--- src/rtl/design_21.sv ---
// Registered W-bit adder: a start pulse captures (a + b) mod 2^W into y,
// and valid strobes for one cycle afterwards to qualify it.
module design_21 #(
  parameter int unsigned W = 10
) (
  input  logic         clk,
  input  logic         rst_n,
  input  logic         start,
  input  logic [W-1:0] a,
  input  logic [W-1:0] b,
  output logic [W-1:0] y,
  output logic         valid
);

  logic [W-1:0] r_y;
  logic         r_valid;
  logic [W-1:0] w_sum;

  // Sum truncated to W bits; the carry-out is intentionally dropped.
  assign w_sum = W'(a + b);

  always_ff @(posedge clk or negedge rst_n) begin
    if (!rst_n) begin
      r_y     <= '0;
      r_valid <= 1'b0;
    end else begin
      r_valid <= start;
      if (start) begin
        r_y <= w_sum;
      end
    end
  end

  assign y     = r_y;
  assign valid = r_valid;

endmodule

--- config.mk ---
export PLATFORM = sky130hd
export DESIGN_NAME = design_21
export DESIGN_NICKNAME = d
export VERILOG_FILES = /design/src/rtl/design_21.sv
export SDC_FILE = /design/constraint.sdc
export NUM_CORES = 1
export LEC_CHECK = 0
export CAP_MARGIN = 20
export CORE_UTILIZATION = 25
export DETAILED_ROUTE_END_ITERATION = 6
export GPL_ROUTABILITY_DRIVEN = 0
export PLACE_DENSITY_LB_ADDON = 0.2
export SYNTH_ARGS = -nofsm -noshare
export SYNTH_HDL_FRONTEND = slang
export SYNTH_SLANG_ARGS = --single-unit
export TNS_END_PERCENT = 100
--- constraint.sdc ---
create_clock -name clk -period 0.8 [get_ports clk]
set_input_delay 0.24 -clock clk [delete_from_list [all_inputs] [get_ports clk]]
set_output_delay 0.24 -clock clk [all_outputs]
set_load 0.05 [all_outputs]
-- After elaboration in Yosys (flattened, before gate mapping)
Index checks and enable logic that the tools add are counted.
- $add $sub $neg: 1
- operators by type and width (kind ; count):
    10-bit adder ; 1
- flip-flop bits (word level): 11
- input bits: 23
- output and inout bits: 11
- word-level logic and storage cells: 3

-- Logic depth before layout (Yosys ltp)
Gate-level depths: netlist of run 1.
- depth in word-level cells: 1
- gate-level depth with buffers: 8
- gate-level depth less buffers: 8

-- Least setup slack after synthesis of run 1
OpenSTA, ideal clock, no wires.
- path type: in2reg
- start: input port a[0]
- end: register r_y[8], in the netlist y[8]
- library setup time: 0.125 ns
- data arrival time: 1.645 ns
- setup slack: -0.970 ns
- stages: 8
- path buffers: 0
- cell sequence: ha_1 inv_1 fa_1 nor2b_1 o31a_1 o221ai_2 xnor2_1 mux2_2
- longest elaborated chain between the ends: 1
- RTL lines (what ; RTL line ; RTL):
    start: declaration ; 9 ; input logic [W-1:0] a,
    10-bit adder ; 20 ; assign w_sum = W'(a + b);
    end signal: assignment ; 29 ; r_y <= w_sum;
    end: declaration ; 15 ; logic [W-1:0] r_y;
No other way between the ends.
A chain may end at the register's enable or synchronous reset.

-- Final worst setup path of run 1
- start: input port b[0]
- end: register r_y[8], in the netlist y[8]
- longest elaborated chain between the ends: 1
- RTL lines (what ; RTL line ; RTL):
    start: declaration ; 10 ; input logic [W-1:0] b,
    10-bit adder ; 20 ;
No other way between the ends.

==> flow_summary.ini, run 1 <==
[sta]
max_slew_margin_pct = 81.5
setup_violations = 20
slew_viol_final = 0
skew_ns = 0
finalCritPeriodShare_pct = 194
grt_setup_unrepaired = true
tightestPinTransition_ns = 0.277
min_period_ns = 1.55
finalSetupTns_ns = -7.79
fin_ws_ns = -0.748
fmax_mhz = 646
finalHoldViolCount = 0

[setup_path]
crit_type = input pin to register
cp_max_fo = 2
start_kind = input pin
endpoint_kind = register
required_ns = 0.95
arrival_ns = 1.70

[placed_design]
io_buffers = 33
place_area_mm2 = 0.00153
dp_hpwl_mm = 1.71

[final_layout]
diodes = 0
syn2layout_area_growth_pct = 116
fin_nets = 176
fin_area_mm2 = 0.00173
drive_gt1_share_pct = 62.0

[power_and_ir_drop]
ir_drop_mv = 0.512
p_int_w = 0.00178
power_density_mw_per_mm2 = 1660
pwr-share-comb_pct = 58.6
pwr-share-seq_pct = 27.6
switching_power_w = 0.00109
p_sw_share_pct = 38.0
p_leak_nw = 0.735
p_clk_share_pct = 13.8

[job]
drv_cap = 0

[route]
wl_per_cell_um = 12.3
routed_via_density = 4.47
antenna_left = 0
drcViolationCount = 2
via_count = 831
drt-total-wl_mm = 2.28
drtIter0Drc = 28
first_pass_iters = 6

[yosys]
synth_edf_count = 0
avgSynthCellArea_um2 = 9.89
synth_top_cell_area_share_pct = 34.4
synth_top_area_cell = dfrtp_1
yosysSeqAreaShare_pct = 34.4
syn_nets = 114
yosysWarnings = 0
synth_area_um2 = 801
async_reset_ff_share_pct = 100
synth_most_common_cell = dfrtp_1
ys.flop_type = dfrtp_1
synth_common_cells = dfrtp_1, ha_1, o21ai_0
synthCells = 81
ys_types = 32
synth_seq_cells = 11
synth_area_leaders = dfrtp_1, ha_1, mux2_2, xnor2_1, o21ai_0

[clock_network]
cts_buffers = 3
cts_max_path_buffers = 2
cts.sinks = 11
clock_latency_ns = 0.27
htree_levels = 1
clkSlewWorstSetupHoldPaths_ns = 0.08
clock-root-buffer = clkbuf_4
hold_buffers = 0
cts_tree = done

[status]
status = finished with violations
violations = DRC, setup timing

[floorplan]
die_h_um = 58.6
die_width_um = 58.6
die_area_mm2 = 0.00343
row_count = 20
start_util_pct = 26.2
core_mm2 = 0.00305
io_pins = 34

[global_routing]
track_usage_pct = 14.3
grt_max_degree = 12
grt_pass1_vias = 807
overflow = 0
antenna_found_initial = 0
grt_pass1_wl_mm = 3.62

[hold_path]
hold_class = input pin to asynchronous set/reset pin
[critical path, stage by stage]
cell,delay [ns]
buf_6,0.07
ha_4,0.13
inv_2,0.03
fa_2,0.36
nor2b_4,0.14
o31a_1,0.18
o221ai_2,0.11
xnor2_1,0.16
mux2_4,0.27
[routing by layer]
layer  vias to the layer above  routed length (um)  track usage [%]
met5                         -                   0                0
met3                         2                  59             1.54
met2                        16                1230             26.4
li1                        418                   -                -
met4                         0                  22             5.10
met1                       395                 964             17.1
[what timing repair did]
| item | in CTS | in global routing |
|---|---|---|
| gates cloned | 0 | 0 |
| setup buffers | 4 | 3 |
| setup endpoints to repair | 21 | 21 |
| pin swaps | 25 | 9 |
| gates resized for setup | 63 | 7 |
[power by group through the flow]
| stage | Combinational, W | Sequential [W] | Clock [W] |
|---|---|---|---|
| 2_1_floorplan | 0.000394 | 0.00110 | 0 |
| 3_3_place_gp | 0.00149 | 0.000801 | 0 |
| 3_5_place_dp | 0.00151 | 0.000808 | 0 |
| 4_1_cts | 0.00162 | 0.000797 | 0.000403 |
| 5_1_grt | 0.00177 | 0.000810 | 0.000427 |
| 6_report | 0.00168 | 0.000793 | 0.000396 |
[cell usage in the layout, fill, tap and decap left out, types with 2 or more instances in the layout]
| cell | n |
|---|---|
| buf_2 | 2 |
| ha_4 | 8 |
| dfrtp_2 | 10 |
| buf_6 | 6 |
| a21oi_1 | 4 |
| o21ai_0 | 3 |
| clkdlybuf4s15_2 | 2 |
| a21oi_4 | 2 |
| nor3_1 | 2 |
| clkdlybuf4s15_1 | 2 |
| xnor2_1 | 3 |
| a21o_1 | 3 |
| dlygate4sd2_1 | 10 |
| clkbuf_4 | 3 |
| clkdlybuf4s50_1 | 3 |
| mux2_4 | 2 |
| nor2_1 | 4 |
| inv_2 | 2 |
| o21ai_2 | 3 |
| a211oi_2 | 2 |
| buf_12 | 12 |
| mux2_2 | 2 |
| nand2_1 | 4 |
| buf_4 | 21 |
[kinds of logic (layout without fill, tap and decap cells)]
family	after synthesis	after routing	share of synthesized area (%)
and+or+nand+nor	20	20	12.8
adders and majority gates	10	10	16.6
buffers and inverters	6	67	2.97
DFF	11	11	34.4
muxes	4	4	5.62
AOI/OAI and AO/OA	25	25	22.2
xor gates and xnor gates	5	5	5.47
[state kept, by name, summed over array words and instances (netlist names)]
register and count:
valid 1, y 10
[final timing paths]
path | cells after the start | slack (ns) | startpoint | to
min | 2 | 0.29 | rst_n | valid$_DFF_PN0_
min in group clk | 3 | 0.31 | a[0] | y[0]$_DFFE_PN0P_
max in group asynchronous | 2 | 0.39 | rst_n | y[2]$_DFFE_PN0P_
max | 9 | -0.75 | b[0] | y[8]$_DFFE_PN0P_
min reg2reg | 2 | 0.54 | y[1]$_DFFE_PN0P_ | y[1]$_DFFE_PN0P_
max reg2reg | 2 | -0.03 | y[3]$_DFFE_PN0P_ | y[3]$_DFFE_PN0P_
[metrics by stage]
step	worst slack [ns]	hold slack [ns]	instances	total power, W	utilization (%)
2_1_floorplan	-0.860	-0.0556	81	0.00150	-
6_report	-0.748	0.292	186	0.00287	56.6
5_1_grt	-0.769	0.305	186	0.00301	56.6
3_3_place_gp	-1.44	0.513	175	0.00229	50.2
4_1_cts	-0.708	0.292	183	0.00282	55.0
3_5_place_dp	-1.47	0.520	175	0.00232	50.2
[final cells by class]
class / instances / area, um^2
clock buffer: 4 / 26.3
fill: 273 / 1330
inverter: 4 / 17.5
multi-input combinational: 64 / 691
sequential: 11 / 288
tap: 44 / 55.1
timing repair buffer: 59 / 651
Power figures use the tool's default switching activity.
==> run 2, diff against run 1 <==
CAP_MARGIN = 5   (was 20)
==> results of run 2 <==
Same layout as run 1: the final DEF is identical, and so are final timing and power.
==> run 3, diff against run 2 <==
CORE_ASPECT_RATIO = 0.75   (was unset)
==> run 3 against run 2 <==
Against the previous run: the flow finishes with violations (setup timing); final area is 6.2% higher; sequential power is essentially flat; critical endpoint is now y[6]$_DFFE_PN0P_; final cell count unchanged; highest routed layer unchanged; largest power group unchanged.
==> flow_summary.ini, run 3 (synthesized netlist as in run 1, its figures left out) <==
[final_layout]
mostFrequentLayoutCells = buf_4, buf_6, buf_12
syn2layout_area_growth_pct = 129
drive_gt1_share_pct = 66.9
largest_reg_flops = 10
diodes = 0
fin_nets = 182
final_common_cell = buf_4
utilization_pct = 61.2
fin_area_mm2 = 0.00184
finalNonFillerCells = 186

[route]
via_count = 901
routed_via_density = 4.84
drt-total-wl_mm = 2.58
antenna_left = 0
first_pass_iters = 4
wl_per_cell_um = 13.9
drcViolationCount = 0
drtIter0Drc = 23

[global_routing]
grt_util_met2_pct = 28.8
grt_pass1_vias = 873
grt_pass1_wl_mm = 3.94
grt.met1_usage_pct = 18.2
track_usage_pct = 15.6
overflow = 0
grt_max_degree = 12
use_met3_pct = 3.35
antenna_found_initial = 0
gr-max-usage-layer = met2

[clock_network]
clock-root-buffer = clkbuf_8
cts_buffers = 3
htree_levels = 1
cts_max_path_buffers = 2
clock_latency_ns = 0.23
cts_tree = done
cts.sinks = 11
clkSlewWorstSetupHoldPaths_ns = 0.06

[placed_design]
io_buffers = 33
place_area_mm2 = 0.00153
dp_cells = 169
dp_hpwl_mm = 1.75

[status]
violations = setup timing
status = finished with violations

[floorplan]
row_count = 17
die_h_um = 51.0
io_pins = 34
die_area_mm2 = 0.00344
die_width_um = 67.4
start_util_pct = 26.7
core_mm2 = 0.00300

[setup_path]
crit_type = input pin to register
regToRegEndpoint = y[5]$_DFFE_PN0P_
path_common_cell = buf_6
worstRegToRegCells = 2
start_kind = input pin
r2r_start = y[5]$_DFFE_PN0P_
crit_start = b[1]
required_ns = 0.93
slowest_stage = fa_2
arrival_ns = 1.71
endpoint_kind = register
rrSetupSlack_ns = -0.12
cp_max_fo = 2
critical_path.max_stage_delay_ns = 0.41
crit_chain = buf_6 > buf_4 > inv_2 > fa_2 > nor2b_4 > o31a_1 > buf_6 > o21ai_4 > buf_6 > o311ai_2

[sta]
setup_violations = 20
grt_setup_unrepaired = true
fin_ws_ns = -0.773
finalHoldViolCount = 0
max_slew_margin_pct = 81.5
min_period_ns = 1.57
hold_ws_ns = 0.322
skew_ns = 0
finalCritPeriodShare_pct = 197
tightestPinTransition_ns = 0.274
fmax_mhz = 636
slew_viol_final = 0

[hold_path]
hold_class = input pin to asynchronous set/reset pin

[power_and_ir_drop]
power_density_mw_per_mm2 = 1730
p_leak_nw = 0.782
ir_drop_mv = 0.801
power_w = 0.00318

[job]
drv_cap = 0
-- run 3: power by group --
| part | switching (W) | total [W] | internal, W |
|---|---|---|---|
| Combinational | 0.000817 | 0.00181 | 0.000998 |
| Sequential | 0.000117 | 0.000795 | 0.000678 |
| Clock | 0.000222 | 0.000572 | 0.000350 |
| Total | 0.00116 | 0.00318 | 0.00203 |
-- run 3: cell type report --
class                      count  area (um^2)
clock buffer                   4         45.0
fill                         229         1160
inverter                       4         15.0
multi-input combinational     64          717
sequential                    11          288
tap                           38         47.5
timing repair buffer          65          723
-- run 3: worst max-delay path by stage --
stage	depth (start not counted)	endpoint	slack [ns]
CTS	9	y[9]$_DFFE_PN0P_	-0.79
floorplan	8	y[8]$_DFFE_PN0P_	-0.86
finish	10	y[6]$_DFFE_PN0P_	-0.77
global placement	9	y[8]$_DFFE_PN0P_	-1.45
global route	10	y[6]$_DFFE_PN0P_	-0.85
detailed placement	9	y[8]$_DFFE_PN0P_	-1.49
-- run 3: per-layer routing --
layer / routed length [um] / up-vias / share of wire, %
li1: - / 428 / -
met1: 979 / 435 / 38
met2: 1440 / 33 / 56
met3: 118 / 5 / 4.6
met4: 37 / 0 / 1.4
met5: 0 / - / 0
-- run 3: per-stage QoR --
stage / setup WS [ns] / setup TNS, ns
6_report: -0.773 / -7.91
5_1_grt: -0.850 / -8.56
4_1_cts: -0.790 / -7.97
3_5_place_dp: -1.49 / -11.54
3_3_place_gp: -1.45 / -11.27
2_1_floorplan: -0.860 / -4.97
-- run 3: critical path, delay by kind of cell --
kind / cells / cell delay, ns
AOI/OAI and AO/OA: 3 / 0.47
and+or+nand+nor: 1 / 0.13
buffers and inverters: 5 / 0.44
adders and majority gates: 1 / 0.41
-- run 3: timing repair --
| action | CTS | global route |
|---|---|---|
| setup endpoints to repair | 22 | 21 |
| setup buffers | 11 | 2 |
| hold endpoints to repair | 0 | 0 |
| hold buffers | 0 | 0 |
| pin swaps | 23 | 16 |
| gates resized for setup | 72 | 15 |
